===== config.mk =====
export PLATFORM = sky130hd
export DESIGN_NAME = maxnet_feeder
export DESIGN_NICKNAME = d
export VERILOG_FILES = /design/src/rtl/maxnet_pkg.sv /design/src/rtl/maxnet_feeder_fp_sanitize.sv /design/src/rtl/maxnet_feeder.sv
export SDC_FILE = /design/constraint.sdc
export NUM_CORES = 1
export LEC_CHECK = 0
export CAP_MARGIN = 25
export CELL_PAD_IN_SITES_DETAIL_PLACEMENT = 2
export CELL_PAD_IN_SITES_GLOBAL_PLACEMENT = 2
export CORE_ASPECT_RATIO = 0.75
export CORE_MARGIN = 8
export CORE_UTILIZATION = 29
export CTS_CLUSTER_DIAMETER = 40
export DETAILED_ROUTE_END_ITERATION = 10
export PLACE_DENSITY = 0.86
export SYNTH_ARGS = -nofsm -noshare
export SYNTH_HDL_FRONTEND = slang
export SYNTH_HIERARCHICAL = 1
export SYNTH_SLANG_ARGS = --single-unit

===== constraint.sdc =====
create_clock -name clk -period 5.7 [get_ports clk]
set_input_delay 1.14 -clock clk [delete_from_list [all_inputs] [get_ports clk]]
set_output_delay 1.14 -clock clk [all_outputs]
set_load 0.02 [all_outputs]

===== src/rtl/maxnet_pkg.sv =====
// Shared types and FP32 constants for the Maxnet feeder slice.
// Import with: import maxnet_pkg::*;
package maxnet_pkg;

    localparam int N_INPUTS = 4;

    localparam logic [31:0] FP_ZERO           = 32'h0000_0000;
    localparam logic [31:0] FP_SIGN_BIT       = 32'h8000_0000;
    localparam logic [7:0]  FP_EXP_ALL1       = 8'hFF;
    localparam logic [31:0] EPS_RESET_DEFAULT = 32'h3E00_0000;  // 0.125

    typedef enum logic [1:0] {
        FILL  = 2'd0,
        START = 2'd1,
        WAIT  = 2'd2,
        OUT   = 2'd3
    } state_e;

endpackage


===== src/rtl/maxnet_feeder_fp_sanitize.sv =====
// Combinational FP32 sanitiser feeding the operand bank.
// With MAXNET_FEEDER_CLAMP_EN defined, negatives (incl. -0) and NaNs become +0; otherwise bit-exact.
import maxnet_pkg::*;

module fp_sanitize (
    input  logic [31:0] din,
    output logic [31:0] dout
);

`ifdef MAXNET_FEEDER_CLAMP_EN
    logic is_neg;
    logic is_nan;

    assign is_neg = |(din & FP_SIGN_BIT);
    assign is_nan = (din[30:23] == FP_EXP_ALL1) && (din[22:0] != 23'd0);
    // +Inf has a zero mantissa, so it is not a NaN and passes through.
    assign dout   = (is_neg || is_nan) ? FP_ZERO : din;
`else
    assign dout = din;
`endif

endmodule


===== src/rtl/maxnet_feeder.sv =====
// Upstream feeder for Maxnet: buffers four FP32 operands, runs one Maxnet pass, returns max + run length.
// Optional input clamping is enabled by defining MAXNET_FEEDER_CLAMP_EN.
import maxnet_pkg::*;

module maxnet_feeder #(
    parameter logic [31:0] EPS_RESET = EPS_RESET_DEFAULT,
    parameter int          CYC_W     = 16
) (
    input  logic             clk,
    input  logic             rst,
    input  logic             in_valid,
    output logic             in_ready,
    input  logic [31:0]      in_data,
    input  logic             eps_we,
    input  logic [31:0]      eps_data,
    output logic             mx_start,
    output logic [31:0]      mx_epsilon,
    output logic [31:0]      mx_num1,
    output logic [31:0]      mx_num2,
    output logic [31:0]      mx_num3,
    output logic [31:0]      mx_num4,
    input  logic             mx_done,
    input  logic [31:0]      mx_max,
    output logic             res_valid,
    input  logic             res_ready,
    output logic [31:0]      res_max,
    output logic [CYC_W-1:0] res_cycles
);

    localparam logic [1:0]       CNT_LAST = 2'(N_INPUTS - 1);
    localparam logic [CYC_W-1:0] CYC_ONE  = CYC_W'(1);

    state_e           state;
    logic [1:0]       cnt;
    logic [31:0]      num_q [N_INPUTS];
    logic [31:0]      eps_q;
    logic             start_q;
    logic [31:0]      res_max_q;
    logic [CYC_W-1:0] res_cycles_q;
    logic [31:0]      clean;

    fp_sanitize u_sanitize (
        .din  (in_data),
        .dout (clean)
    );

    // Handshake flags decode registered state only, so no input reaches them combinationally.
    assign in_ready   = (state == FILL);
    assign res_valid  = (state == OUT);
    assign mx_start   = start_q;
    assign mx_epsilon = eps_q;
    assign mx_num1    = num_q[0];
    assign mx_num2    = num_q[1];
    assign mx_num3    = num_q[2];
    assign mx_num4    = num_q[3];
    assign res_max    = res_max_q;
    assign res_cycles = res_cycles_q;

    // NOTE: non-blocking assignments throughout, so every branch sees the pre-edge state.
    always_ff @(posedge clk) begin
        if (rst) begin
            state        <= FILL;
            cnt          <= 2'd0;
            eps_q        <= EPS_RESET;
            start_q      <= 1'b0;
            res_max_q    <= FP_ZERO;
            res_cycles_q <= '0;
            // NOTE: the operand bank is reset because Maxnet sees it directly on mx_num1..4.
            for (int i = 0; i < N_INPUTS; i++) begin
                num_q[i] <= FP_ZERO;
            end
        end else begin
            start_q <= 1'b0;

            case (state)
                FILL: begin
                    if (in_valid) begin
                        num_q[cnt] <= clean;
                        cnt        <= cnt + 2'd1;
                        if (cnt == CNT_LAST) begin
                            state   <= START;
                            start_q <= 1'b1;
                        end
                    end
                end
                START: begin
                    res_cycles_q <= '0;
                    state        <= WAIT;
                end
                WAIT: begin
                    if (mx_done) begin
                        res_max_q <= mx_max;
                        state     <= OUT;
                    end else if (res_cycles_q != '1) begin
                        res_cycles_q <= res_cycles_q + CYC_ONE;
                    end
                end
                OUT: begin
                    if (res_ready) begin
                        state <= FILL;
                    end
                end
                default: state <= FILL;
            endcase

            // Epsilon is frozen while a run is in flight.
            if (eps_we && (state == FILL || state == OUT)) begin
                eps_q <= eps_data;
            end
        end
    end

endmodule


**Yosys cells after proc, flatten, opt, wreduce, memory -nomap -nowiden**

Memories as Yosys holds them, arrays and structs flattened.
Index checks and enable logic that the tools add are counted.

- Register bits after elaboration: 85
- RAM bits: 128
- Input port bits: 102
- Output and inout bits: 211
- Logic and storage cells: 50
- Memories: 1

Memories:

| memory | depth | bits a word | rd ports | clocked after Yosys merged registers in | wr ports | line | source |
|---|---|---|---|---|---|---|---|
| num_q | 4 | 32 | 4 | 0 | 4 | maxnet_feeder.sv:35 | `logic [31:0] num_q [N_INPUTS];` |

- Add/subtract/negate cells: 2
- Equality and inequality tests: 11
- Mux-type cells: 18
- Bitwise logic cells: 2
- Reductions and logical operators: 10

Operators with widths:

| kind | count |
|---|---|
| two-way mux 16 bit | 2 |
| two-way mux 32 bit | 1 |
| case mux 16 bit (2 select lines) | 1 |
| OR reduction 32 bit | 1 |
| adder 16 x 1 -> 16 bit (second input constant) | 1 |
| inequality test 16 bit (second input constant) | 1 |
| two-way mux 2 bit | 5 |
| two-way mux 1 bit | 8 |
| inequality test 2 bit (second input constant) | 4 |
| case mux 2 bit (4 select lines) | 1 |
| equality test 2 bit (second input constant) | 3 |
| inequality test 2 x 1 -> 1 bit (second input constant) | 2 |
| AND reduction 2 bit | 2 |
| AND reduction 4 bit | 1 |
| AND reduction 3 bit | 1 |
| OR reduction 3 bit | 1 |
| adder 2 x 1 -> 2 bit (second input constant) | 1 |
| equality test 2 x 1 -> 1 bit (second input constant) | 1 |
| logical NOT 2 bit | 1 |
| inverter 1 bit | 2 |
| nonzero test 2 bit | 1 |
| logical AND 1 bit | 1 |
| logical OR 1 bit | 1 |

**Longest topological paths before layout**

- Depth after elaboration: 6
- Mapped depth: 7
- Depth with buffers taken out: 7

**Modules after synthesis**

Netlist, hierarchy kept.

By module, submodules not included:

| module | times used | cells an instance | area each (um^2) | seq. area each (um^2) |
|---|---|---|---|---|
| maxnet_feeder | 1 | 694 | 8130.3 | 5545.3 |
| fp_sanitize | 1 | 32 | 240.2 | 0.0 |

**Worst setup path after synthesis**

OpenSTA, ideal clock, no wires.

- Path type: input to register
- Start point: in in_valid
- End point: mem num_q[1][0] (enable)
- Library setup time: 0.391 ns
- Arrival time: 2.565 ns
- Data required time: 5.309 ns
- Slack: 2.744 ns
- Stages: 4
- Path buffers: 0
- Cell sequence: nand2_1 > or2_1 > nor3b_2 > or2_1

RTL lines:

| what | line | source |
|---|---|---|
| start: declaration | maxnet_feeder.sv:11 | `input logic in_valid,` |
| end: declaration | maxnet_feeder.sv:35 |  |

==> run metrics <==
status=completed; Sequential Power Share=0.388; std cell rows=54; switching portion of total power=0.293; RSZ-0062 raised after global routing=false; crit end category=flop; clk root buf=clkbuf_16; Post-CTS Setup Bufs=0; layout cell share with drive strength beyond 1=0.0824; WL final=33000 um; Post-Layout Inst Area=12800 sq um; hold endpoint=res_max[19]; cts bufs inserted=36; DRT Pass-1 Iters=4; Internal=3.46 mW; Pleak=4.68 nW; Startpoint Class=input pin; synth warn=6; #FFs+latches synth=213; clock power share=0.413; worst path arrival time=3700 ps; # diodes=0; total global routing overflow=0; critical path class=in -> reg; RR Startpoint=state[0]; main flop type after synthesis=edfxtp_1; post-cts gate resize count=0; Max Cap Viol=0; Die Width=212 um; die height=163 um; drt drc=0; Pwr Total=4.89 mW; vias post-DR=6539; start point of the worst hold path=res_max[19]; required time worst endpoint=5870 ps; Max-slew headroom=0.357; CTS Sinks=213; Seq/Total Area, Yosys=0.662; routability cong.=0.747; Final min period=3530 ps; post-synthesis cell count=726; first-pass GRT wire length=48600 um; Final Max Slew Viols=0; Max IR drop VDD=0.000219 V; Hold Crit Depth=2; antenna violations before repair=0; GR Util All Layers=0.186; R2R depth=8; area post-placement=11700 sq um; CORE AREA=28700 sq um; Clock Skew=19.6 ps; Max Clk Rate=0.283 GHz; setup TNS=0 ps; DR vias/cell=4.55; H-tree depth=2; Worst Tran Pin Value=964 ps; WL/cell=23.0 um; DRT iter0 DRCs=191; reg2reg end=num_q[1][30]; clk slew on worst S/H paths=50 ps; Comb pwr share=0.198; Post-DP HPWL=23800 um; Post-synth ARST share=0; Final ANT Viol Nets=0; IO Count=313; R2R setup slack=2610 ps; number of synthesized flops with an enable pin=128; period utilization=0.620; nets=1130; Syn Std Cell Area=8370 sq um; largest net degree at the start of global routing=85; NetSw=1.43 mW; PD cells=381 nW/um^2; clock latency on the worst-skew pair=500 ps; PortBufs=312; vias in the first global route=7508; area grow syn2layout=53.4%; Die ar.=34600 sq um; hold crit path type=reg -> reg; Initial Util=0.292; Setup Viol. Count Final=0; clk buf depth=3; CTS tree=built; syn_nets=834; CTS Hold Buffers Added=0; syn avg cell area=11.5 sq um; synth unique cells=49; final hold viol count=0; CP Max Fanout=33; Core Util, Final=0.447
flip-flops by register name (all words and copies together), names as in the netlist:
signal,count
num_q,128
mx_epsilon,32
res_max,32
res_cycles,16
cnt,2
state,2
mx_start,1
worst max-delay path by stage:
stage / startpoint / endpoint / slack, ps
2_1_floorplan: in_valid / num_q[1][0] / 2740
3_3_place_gp: in_valid / num_q[1][22] / 1800
3_5_place_dp: in_valid / num_q[1][28] / 1640
4_1_cts: in_valid / num_q[1][30] / 2130
5_1_grt: in_valid / num_q[1][21] / 2030
6_report: in_valid / num_q[1][30] / 2170
cells in the mapped netlist, types with 2 or more instances:
library cell  number  area [sq um]
nand2_1          144           541
and2_1           131           820
edfxtp_1         128          3840
dfxtp_1           85          1700
a21oi_1           66           330
buf_4             32           240
clkbuf_1          26          97.6
nor2_1            12          45.0
inv_1              8          30.0
nand3_1            7          35.0
buf_2              6          30.0
ha_1               6          75.1
nand3b_1           6          45.0
nand2b_1           5          31.3
nor2b_1            5          31.3
and4_1             4          35.0
nand4_1            4          25.0
or2_1              4          25.0
xor2_1             4          35.0
a31oi_1            3          18.8
buf_1              3          11.3
nor3_1             3          15.0
o21ai_1            3          15.0
and3_1             2          12.5
mux2i_1            2          20.0
nor3b_2            2          25.0
o31ai_1            2          15.0
or4_1              2          15.0
worst max-delay path, stage by stage:
cell and delay [ps]:
clkdlybuf4s50_1 540, nand2_1 140, or2_1 340, nor3b_4 210, buf_4 320, or2_1 550
buf_4 410
per-stage QoR:
stage	instances	hold slack [ps]	setup WS [ps]
floorplan	726	506	2740
global placement	1375	441	1800
detailed placement	1375	449	1640
CTS	1435	457	2130
global route	1436	478	2030
finish	1436	455	2170
power groups by stage:
| stage | Combinational (mW) | Clock, mW | Sequential (mW) |
|---|---|---|---|
| floorplan | 0.282 | 0 | 2.09 |
| global placement | 0.933 | 0 | 1.91 |
| detailed placement | 0.973 | 0 | 1.93 |
| CTS | 0.987 | 2.08 | 1.90 |
| global route | 1.04 | 2.13 | 1.91 |
| finish | 0.968 | 2.02 | 1.90 |
cell usage in the layout, fill, tap and decap left out, types with 5 or more instances in the layout:
cell | netlist | routed
clkdlybuf4s50_1 | 0 | 311
clkinvlp_4 | 0 | 5
inv_6 | 0 | 7
inv_1 | 8 | 8
dfxtp_1 | 85 | 85
nand3b_1 | 6 | 6
nand2_1 | 144 | 144
nor2_1 | 12 | 11
clkbuf_16 | 0 | 36
ha_1 | 6 | 6
buf_4 | 32 | 13
nand3_1 | 7 | 7
edfxtp_1 | 128 | 128
and2_1 | 131 | 131
a21oi_1 | 66 | 66
nand2b_1 | 5 | 5
metal layers:
metal	GRT usage	share of wire	wire [um]	vias to the layer above
met5	0	0	0	-
met4	0.0577	0.025	831	0
met3	0.0888	0.12	3860	48
met2	0.330	0.50	16400	262
met1	0.194	0.36	11900	3208
li1	-	-	-	3021
cell type report:
cell class,count,area [sq um]
Multi-Input combinational cell,437,2430
Clock inverter,21,201
Tap cell,392,490
Sequential cell,213,5550
Clock buffer,39,912
Timing Repair Buffer,326,3230
Fill cell,2870,15900
Inverter,8,30.0
cells by family (layout without fill, tap and decap cells):
kind of cell    after synthesis  after routing  share of synthesized area
mux                           2              2                    0.00239
fa+ha+maj                     6              6                    0.00897
simple gates                341            341                      0.216
compound gates               83             83                     0.0552
xor+xnor                      5              5                    0.00523
buf+inv                      76            394                     0.0502
flops                       213            213                      0.662
No activity file was read; power rests on OpenSTA's default activity.
